<file path="src/rtl/comp_arbiter_pkg.sv">
// Shared definitions for the two-requester complement/abs arbiter.
// This holds the width default, the mode and state encodings, and the requester count.
package comp_arbiter_pkg;
  localparam int WIDTH_DEF = 32;
  localparam int NUM_REQ   = 2;

  typedef enum logic {
    MODE_NEG = 1'b0,
    MODE_ABS = 1'b1
  } mode_e;

  typedef enum logic {
    ST_EMPTY = 1'b0,
    ST_FULL  = 1'b1
  } state_e;
endpackage

</file>
<file path="src/rtl/comp_arbiter_if.sv">
// Request/response bundle between the two requesters, the arbiter and the result consumer.
interface comp_arbiter_if
  import comp_arbiter_pkg::*;
#(
  parameter int WIDTH = WIDTH_DEF
);
  logic             req0_valid;
  logic             req0_ready;
  logic [WIDTH-1:0] req0_a;
  logic             req0_mode;
  logic             req1_valid;
  logic             req1_ready;
  logic [WIDTH-1:0] req1_a;
  logic             req1_mode;
  logic             rsp_valid;
  logic             rsp_ready;
  logic [WIDTH-1:0] rsp_data;
  logic             rsp_id;
  logic             rsp_ovf;

  modport master (
    output req0_valid, req0_a, req0_mode, req1_valid, req1_a, req1_mode, rsp_ready,
    input  req0_ready, req1_ready, rsp_valid, rsp_data, rsp_id, rsp_ovf
  );

  modport slave (
    input  req0_valid, req0_a, req0_mode, req1_valid, req1_a, req1_mode, rsp_ready,
    output req0_ready, req1_ready, rsp_valid, rsp_data, rsp_id, rsp_ovf
  );
endinterface

</file>
<file path="src/rtl/comp_arbiter_complementor.sv">
// Two's complement datapath that is shared by both requesters.
module complementor #(
  parameter int WIDTH = 32
) (
  input  logic [WIDTH-1:0] A,
  output logic [WIDTH-1:0] compA
);
  assign compA = ~A + WIDTH'(1);
endmodule

</file>
<file path="src/rtl/comp_arbiter.sv">
// Round-robin arbiter with two requesters that feeds a single complementor.
// The result sits in a one-entry output register that a two-state FSM tracks.
module comp_arbiter
  import comp_arbiter_pkg::*;
#(
  parameter int WIDTH = WIDTH_DEF
) (
  input  logic           clk,
  input  logic           rst_n,
  comp_arbiter_if.slave  bus
);
  typedef struct packed {
    logic [WIDTH-1:0] data;
    logic             id;
    logic             ovf;
  } rsp_t;

  localparam logic [WIDTH-1:0] MIN_NEG = {1'b1, {(WIDTH-1){1'b0}}};

  state_e                          state;
  rsp_t                            rspQ, rspD;
  logic                            lastGnt;
  logic [NUM_REQ-1:0]              reqValid, reqReady, reqMode;
  logic [NUM_REQ-1:0][WIDTH-1:0]   reqA;
  logic                            canAccept, gnt, accept;
  logic [WIDTH-1:0]                opA, negA;
  mode_e                           opMode;

  assign reqValid = {bus.req1_valid, bus.req0_valid};
  assign reqMode  = {bus.req1_mode, bus.req0_mode};
  assign reqA     = {bus.req1_a, bus.req0_a};

  // rst_n gates the handshake so that nothing is offered while the async reset is held.
  assign canAccept = rst_n && ((state == ST_EMPTY) || bus.rsp_ready);
  assign gnt       = (&reqValid) ? ~lastGnt : reqValid[1];
  assign accept    = canAccept && (|reqValid);
  assign reqReady  = {accept && gnt, accept && !gnt};

  assign bus.req0_ready = reqReady[0];
  assign bus.req1_ready = reqReady[1];

  assign opA    = reqA[gnt];
  assign opMode = mode_e'(reqMode[gnt]);

  complementor #(.WIDTH(WIDTH)) u_comp (
    .A     (opA),
    .compA (negA)
  );

  always_comb begin
    rspD.id   = gnt;
    rspD.ovf  = (opA == MIN_NEG);
    rspD.data = (opMode == MODE_ABS && !opA[WIDTH-1]) ? opA : negA;
  end

  always_ff @(posedge clk or negedge rst_n) begin
    if (!rst_n) begin
      state   <= ST_EMPTY;
      rspQ    <= '0;
      lastGnt <= 1'b1;
    end else begin
      case (state)
        ST_EMPTY: begin
          if (accept) begin
            state   <= ST_FULL;
            rspQ    <= rspD;
            lastGnt <= gnt;
          end
        end
        ST_FULL: begin
          if (bus.rsp_ready) begin
            if (accept) begin
              rspQ    <= rspD;
              lastGnt <= gnt;
            end else begin
              state <= ST_EMPTY;
            end
          end
        end
        default: state <= ST_EMPTY;
      endcase
    end
  end

  assign bus.rsp_valid = (state == ST_FULL);
  assign bus.rsp_data  = rspQ.data;
  assign bus.rsp_id    = rspQ.id;
  assign bus.rsp_ovf   = rspQ.ovf;
endmodule

</file>
<file path="src/flat_wrapper.sv">
// flat-port wrapper written by rule: the top's interface ports become plain ports
module comp_arbiter_flat import comp_arbiter_pkg::*;
#(
  parameter int WIDTH = WIDTH_DEF
)
  (clk, rst_n, bus_req0_valid, bus_req0_a, bus_req0_mode, bus_req1_valid, bus_req1_a, bus_req1_mode, bus_rsp_ready, bus_req0_ready, bus_req1_ready, bus_rsp_valid, bus_rsp_data, bus_rsp_id, bus_rsp_ovf);
  comp_arbiter_if #(.WIDTH(WIDTH)) bus_i ();
  input  logic clk;
  input  logic rst_n;
  input wire logic [$bits(bus_i.req0_valid)-1:0] bus_req0_valid;
  input wire logic [$bits(bus_i.req0_a)-1:0] bus_req0_a;
  input wire logic [$bits(bus_i.req0_mode)-1:0] bus_req0_mode;
  input wire logic [$bits(bus_i.req1_valid)-1:0] bus_req1_valid;
  input wire logic [$bits(bus_i.req1_a)-1:0] bus_req1_a;
  input wire logic [$bits(bus_i.req1_mode)-1:0] bus_req1_mode;
  input wire logic [$bits(bus_i.rsp_ready)-1:0] bus_rsp_ready;
  output wire logic [$bits(bus_i.req0_ready)-1:0] bus_req0_ready;
  output wire logic [$bits(bus_i.req1_ready)-1:0] bus_req1_ready;
  output wire logic [$bits(bus_i.rsp_valid)-1:0] bus_rsp_valid;
  output wire logic [$bits(bus_i.rsp_data)-1:0] bus_rsp_data;
  output wire logic [$bits(bus_i.rsp_id)-1:0] bus_rsp_id;
  output wire logic [$bits(bus_i.rsp_ovf)-1:0] bus_rsp_ovf;
  assign bus_i.req0_valid = bus_req0_valid;
  assign bus_i.req0_a = bus_req0_a;
  assign bus_i.req0_mode = bus_req0_mode;
  assign bus_i.req1_valid = bus_req1_valid;
  assign bus_i.req1_a = bus_req1_a;
  assign bus_i.req1_mode = bus_req1_mode;
  assign bus_i.rsp_ready = bus_rsp_ready;
  assign bus_req0_ready = bus_i.req0_ready;
  assign bus_req1_ready = bus_i.req1_ready;
  assign bus_rsp_valid = bus_i.rsp_valid;
  assign bus_rsp_data = bus_i.rsp_data;
  assign bus_rsp_id = bus_i.rsp_id;
  assign bus_rsp_ovf = bus_i.rsp_ovf;
  comp_arbiter #(.WIDTH(WIDTH)) u_core (.clk(clk), .rst_n(rst_n), .bus(bus_i));
endmodule
</file>
<file path="config.mk">
export PLATFORM = sky130hd
export DESIGN_NAME = comp_arbiter_flat
export DESIGN_NICKNAME = d
export VERILOG_FILES = /design/src/rtl/comp_arbiter_pkg.sv /design/src/rtl/comp_arbiter_if.sv /design/src/rtl/comp_arbiter_complementor.sv /design/src/rtl/comp_arbiter.sv /design/src/flat_wrapper.sv
export SDC_FILE = /design/constraint.sdc
export NUM_CORES = 1
export LEC_CHECK = 0
export ABC_AREA = 1
export CAP_MARGIN = 20
export CORE_ASPECT_RATIO = 2
export CORE_MARGIN = 3
export CORE_UTILIZATION = 35
export CTS_CLUSTER_DIAMETER = 200
export DETAILED_ROUTE_END_ITERATION = 8
export HOLD_SLACK_MARGIN = 0.03
export RECOVER_POWER = 100
export SYNTH_ARGS = -nofsm -noshare
export SYNTH_HDL_FRONTEND = slang
export SYNTH_SLANG_ARGS = --single-unit
</file>
<file path="constraint.sdc">
create_clock -name clk -period 2.85 [get_ports clk]
set_input_delay 0.855 -clock clk [delete_from_list [all_inputs] [get_ports clk]]
set_output_delay 0.855 -clock clk [all_outputs]
set_load 0.02 [all_outputs]
</file>
== After elaboration in Yosys (flattened, before gate mapping) ==
Index checks and enable logic that the tools add are counted.

* Logic and storage cells: 37
* Flip-flop bits (word level): 36
* Output and inout bits: 37
* Bits of input ports: 71

* $lt $le $gt $ge: 1
* Bitwise operators: 3
* Multiplexer cells: 15
* Reductions and logical operators: 10
* Add/subtract/negate cells: 1
* Equal/unequal tests: 2

{| class="wikitable"
|+ Operators with widths
! operator !! number
|-
| 32-bit two-way mux || 3
|-
| 34-bit two-way mux || 2
|-
| 34-bit one-hot mux with 2 select lines || 1
|-
| 32-bit by 1-bit adder with 32-bit output (second input constant) || 1
|-
| 32-bit equality test (second input constant) || 1
|-
| 32-bit inverter || 1
|-
| 1-bit two-way mux || 7
|-
| 1-bit logical AND || 5
|-
| 1-bit one-hot mux with 2 select lines || 2
|-
| 1-bit zero test || 2
|-
| 1-bit by 2-bit < comparator with 1-bit output (second input constant) || 1
|-
| 2-bit inequality test (second input constant) || 1
|-
| 1-bit inverter || 2
|-
| 2-bit AND reduction || 1
|-
| 2-bit OR reduction || 1
|-
| 1-bit logical OR || 1
|}

== Depth between registers and ports, before layout ==
* Depth after elaboration: 10
* Mapped depth: 16

== Hierarchy ==
A second synthesis with hierarchy kept.

* Cells, all modules: 558
* Area total of the unflattened synthesis: 3264.4 µm²

{| class="wikitable"
|+ Modules (own cells, without submodules)
! module !! times used !! area an instance (µm²) !! cells each
|-
| comp_arbiter || 1 || 2354.8 || 371
|-
| complementor || 1 || 909.6 || 187
|}

== Least setup slack after synthesis ==
Ideal clock, no wire load.

* Path type: input-to-output
* From: input bus_req1_valid
* To: output bus_req0_ready
* Data required time: 1995 ps
* Buffers on the path: 2
* Stages on the path: 6
* Data arrival time: 1892 ps
* Setup slack: 103 ps
* Path through: buf_4 o21ai_1 nor2_1 clkinv_1 clkbuf_1 a21oi_1

* Word-level cells in the longest chain between the ends: 4

{| class="wikitable"
|+ RTL lines
! what !! line !! RTL
|-
| start: declaration || flat_wrapper.sv:13 || <nowiki>input wire logic [$bits(bus_i.req1_valid)-1:0] bus_req1_valid;</nowiki>
|-
| 2-bit AND reduction || comp_arbiter.sv:35 || <nowiki>assign gnt = (&reqValid) ? ~lastGnt : reqValid[1];</nowiki>
|-
| 1-bit two-way mux || comp_arbiter.sv:35 ||
|-
| 1-bit zero test || comp_arbiter.sv:37 || <nowiki>assign reqReady = {accept && gnt, accept && !gnt};</nowiki>
|-
| 1-bit logical AND (*) || comp_arbiter.sv:37 ||
|-
| end: declaration || flat_wrapper.sv:17 || <nowiki>output wire logic [$bits(bus_i.req0_ready)-1:0] bus_req0_ready;</nowiki>
|}

Mark *: on every way between the ends. The rest lies on a longest branch, timed or not.

== Final worst setup path ==
* From: input rst_n
* To: output bus_req0_ready

* Word-level cells in the longest chain between the ends: 3

{| class="wikitable"
|+ RTL lines
! what !! line !! RTL
|-
| start: declaration || flat_wrapper.sv:9 || <nowiki>input logic rst_n;</nowiki>
|-
| 1-bit logical AND || comp_arbiter.sv:34 || <nowiki>assign canAccept = rst_n && ((state == ST_EMPTY) || bus.rsp_ready);</nowiki>
|-
| 1-bit logical AND || comp_arbiter.sv:36 || <nowiki>assign accept = canAccept && (|reqValid);</nowiki>
|-
| 1-bit logical AND || comp_arbiter.sv:37 ||
|}

No other way between the ends.

==> flow_summary.yaml <==
logic_synthesis:
  synth_common_cells: "nand2_1, nand3_1, inv_1"
  synthesis.area_sq_um: 3190
  yosysUniqueCellTypes: 33
  synth.most_common_cell: "nand2_1"
  synth_top_family_by_area: "simple AND/OR/NAND/NOR gates"
  synthXorXnorAreaFrac: 0.0330
  synth_area_leaders: "dfrtp_1, nand2_1, nand3_1, nand2_2, inv_1"
  syn_nets: 572
  synth_compound_area_frac: 0.0553
  syn_inst: 500
  synth_simple_gate_area_frac: 0.508
  ys_warn_count: 0
  synthAdderAreaFrac: 0.00392
  synth_top_area_frac: 0.275
  synth_seq_cells: 36
  synth_edf_count: 0
  muxShareOfSynthArea: 0
  synth_ff_type: "dfrtp_1"
  yosysTopAreaCell: "dfrtp_1"
  syn_avg_cell_area_sq_um: 6.38
  ys_seq_area_frac: 0.283
  synthArstFlopShare: 1.00
outcome:
  status: "completed"
floorplanning:
  die_x_um: 73.5
  die_area_sq_um: 10400
  core_sq_um: 8770
  ioPinCount: 108
  die_y_um: 141
  start_util: 0.364
  rows: 48
setup_path:
  worst-setup-path-type: "in2out"
  arrival_ns: 1.86
  worstPathRequired_ns: 2.00
  path_cells: "dlygate4sd2_1, o21ai_2, nor2_2, clkinv_2, a21oi_2, clkbuf_1, buf_6"
  critPathMaxStageDelay_ns: 0.25
  path_delay_family: "buffers and inverters"
  critical_path.max_fanout: 3
  crit_buf_inv: 4
  critPathSlowestCell: "dlygate4sd2_1"
  start_kind: "primary input"
  cp-end-kind: "output pin"
global_route:
  antenna_found_initial: 0
  grt-ovfl-total: 0
  grt_pass1_vias: 3608
  grt_max_degree: 37
  grt_pass1_wl_mm: 16.4
  grt_use_total: 0.200
finish:
  drive_gt1_frac: 0.236
  ff_latch_area_sq_um: 902
  final_nets: 749
  multi_input_area_sq_um: 1910
  final.fill_count: 881
  syn_to_final_growth_pct: 59.0
  antenna_cells: 0
  layout.cells.non_filler: 777
clocking:
  cts_buffers: 5
  clk_path_buf_depth: 2
  cts_tree: "yes"
  root_buffer: "clkbuf_16"
  clk_pin_slew_ns: 0.05
  clock_latency_ns: 0.28
  holdBufCountCts: 0
  cts_sinks: 36
  htree_levels: 2
sta:
  finalMaxSlewViolations: 0
  tightestPinTransition_ns: 0.869
  fmax_mhz: 368
  rsz0062_at_grt: "yes"
  setup_violations: 0
  hold_viol_final: 0
  fin_crit_sh: 0.953
  skew_ns: 0.00135
  fin_crit_ns: 2.72
  slew_headroom: 0.420
drt:
  viasPerCell: 4.63
  remaining_drc_errors: 0
  wirelength_mm: 10.1
  drtIter0Drc: 113
  routed-via-count: 3595
  antenna_left: 0
  routedWlPerCell_um: 13.0
  dr.pass1.iters: 4
power:
  p_int_w: 0.00152
  irDropWorstVdd_mv: 0.233
  design_power_total_w: 0.00236
  p_sw_w: 0.000840
  power.density_nw_per_um2: 465
  power_leakage_nw: 2.65
  pwr-share-comb: 0.473
  switching_share: 0.356
  clkPwrFrac: 0.239
  p_seq_frac: 0.288
flow_run:
  maxCapViolations: 0
placed_design:
  portBuffers: 107
  place.gp.congestion: 0.920
  dp_cells: 763
  hpwl_mm: 8.48
min_path:
  worstHoldPathType: "reg2reg"
kinds of logic after synthesis:
logic type,Yosys count
simple gates,341
flops,36
compound gates,30
buf+inv,80
fa+ha+maj,1
xor+xnor,12
worst paths after layout:
path	to	slack, ns	cells after the start	start
setup reg to reg	u_core.bus.rsp_data[17]	0.60	14	u_core.lastGnt
min in group asynchronous	u_core.bus.rsp_data[4]	0.97	2	rst_n
hold / removal	u_core.bus.rsp_data[24]	0.47	2	u_core.bus.rsp_data[24]
hold reg to reg	u_core.bus.rsp_data[24]	0.47	2	u_core.bus.rsp_data[24]
max in group asynchronous	u_core.bus.rsp_data[28]	1.33	2	rst_n
setup / recovery	bus_req0_ready	0.13	7	rst_n
power groups by stage:
stage               Sequential (W)  Combinational [W]  Clock, W
global placement          0.000690            0.00115         0
CTS                       0.000687            0.00117  0.000577
global route              0.000693            0.00123  0.000590
detailed placement        0.000695            0.00115         0
finish                    0.000679            0.00112  0.000564
floorplan                 0.000820           0.000453         0
flip-flops by register name (all words and copies together) (netlist names):
name	flops
u_core.bus.rsp_data	32
u_core.bus.rsp_id	1
u_core.bus.rsp_ovf	1
u_core.bus.rsp_valid	1
u_core.lastGnt	1
per-layer routing:
| metal | wire, um | track usage |
|---|---|---|
| met1 | 4130 | 0.240 |
| met2 | 5300 | 0.356 |
| met3 | 324 | 0.00642 |
| met4 | 323 | 0.0898 |
| met5 | 0 | 0 |
layout by cell type (no fill, tap or decap), types with 8 or more instances in the layout:
master             n
nand2_2           30
clkdlybuf4s50_1   66
buf_4             70
nand3_1           49
o21ai_0           12
nor2_1            34
dfrtp_1           35
inv_2             10
nand2_1          186
inv_1             49
nand3b_1          14
nand3_2            8
o21ai_1           10
dlygate4sd3_1     35
final cells by class:
type / instances / area share
multi-input combinational: 384 / 0.377
timing repair buffer: 190 / 0.345
sequential: 36 / 0.178
clock buffer: 7 / 0.0301
inverter: 60 / 0.0447
tap: 100 / 0.0247
metrics by stage:
step | utilization | hold WS [ns] | setup WS (ns) | TNS [ns] | cell area (sq um)
6_report | 0.578 | 0.471 | 0.134 | 0 | 5070
5_1_grt | 0.578 | 0.490 | -0.00798 | -0.00993 | 5070
4_1_cts | 0.577 | 0.475 | 0.0141 | 0 | 5060
3_5_place_dp | 0.553 | 0.464 | -0.703 | -16.75 | 4840
3_3_place_gp | 0.553 | 0.465 | -0.704 | -17.28 | 4840
2_1_floorplan | - | 0.455 | 0.103 | 0 | 3190
worst register-to-register path, stage by stage (launching register included):
cell      delay, ns
dfstp_2        0.53
nand2_2        0.10
nand2_2        0.12
buf_8          0.16
buf_12         0.16
nand2_1        0.06
o21ai_1        0.14
inv_2          0.07
nand2_2        0.16
inv_1          0.12
o21bai_2       0.25
nand2_1        0.07
nand2_1        0.05
nand3_1        0.08
nand2_1        0.06
repair_timing:
item / CTS / global route
setup endpoints to repair: 34 / 23
setup buffers: 6 / 0
pin swaps: 1 / 1
resized for setup: 22 / 5
cloned: 0 / 1
No activity file was read; power rests on OpenSTA's default activity.
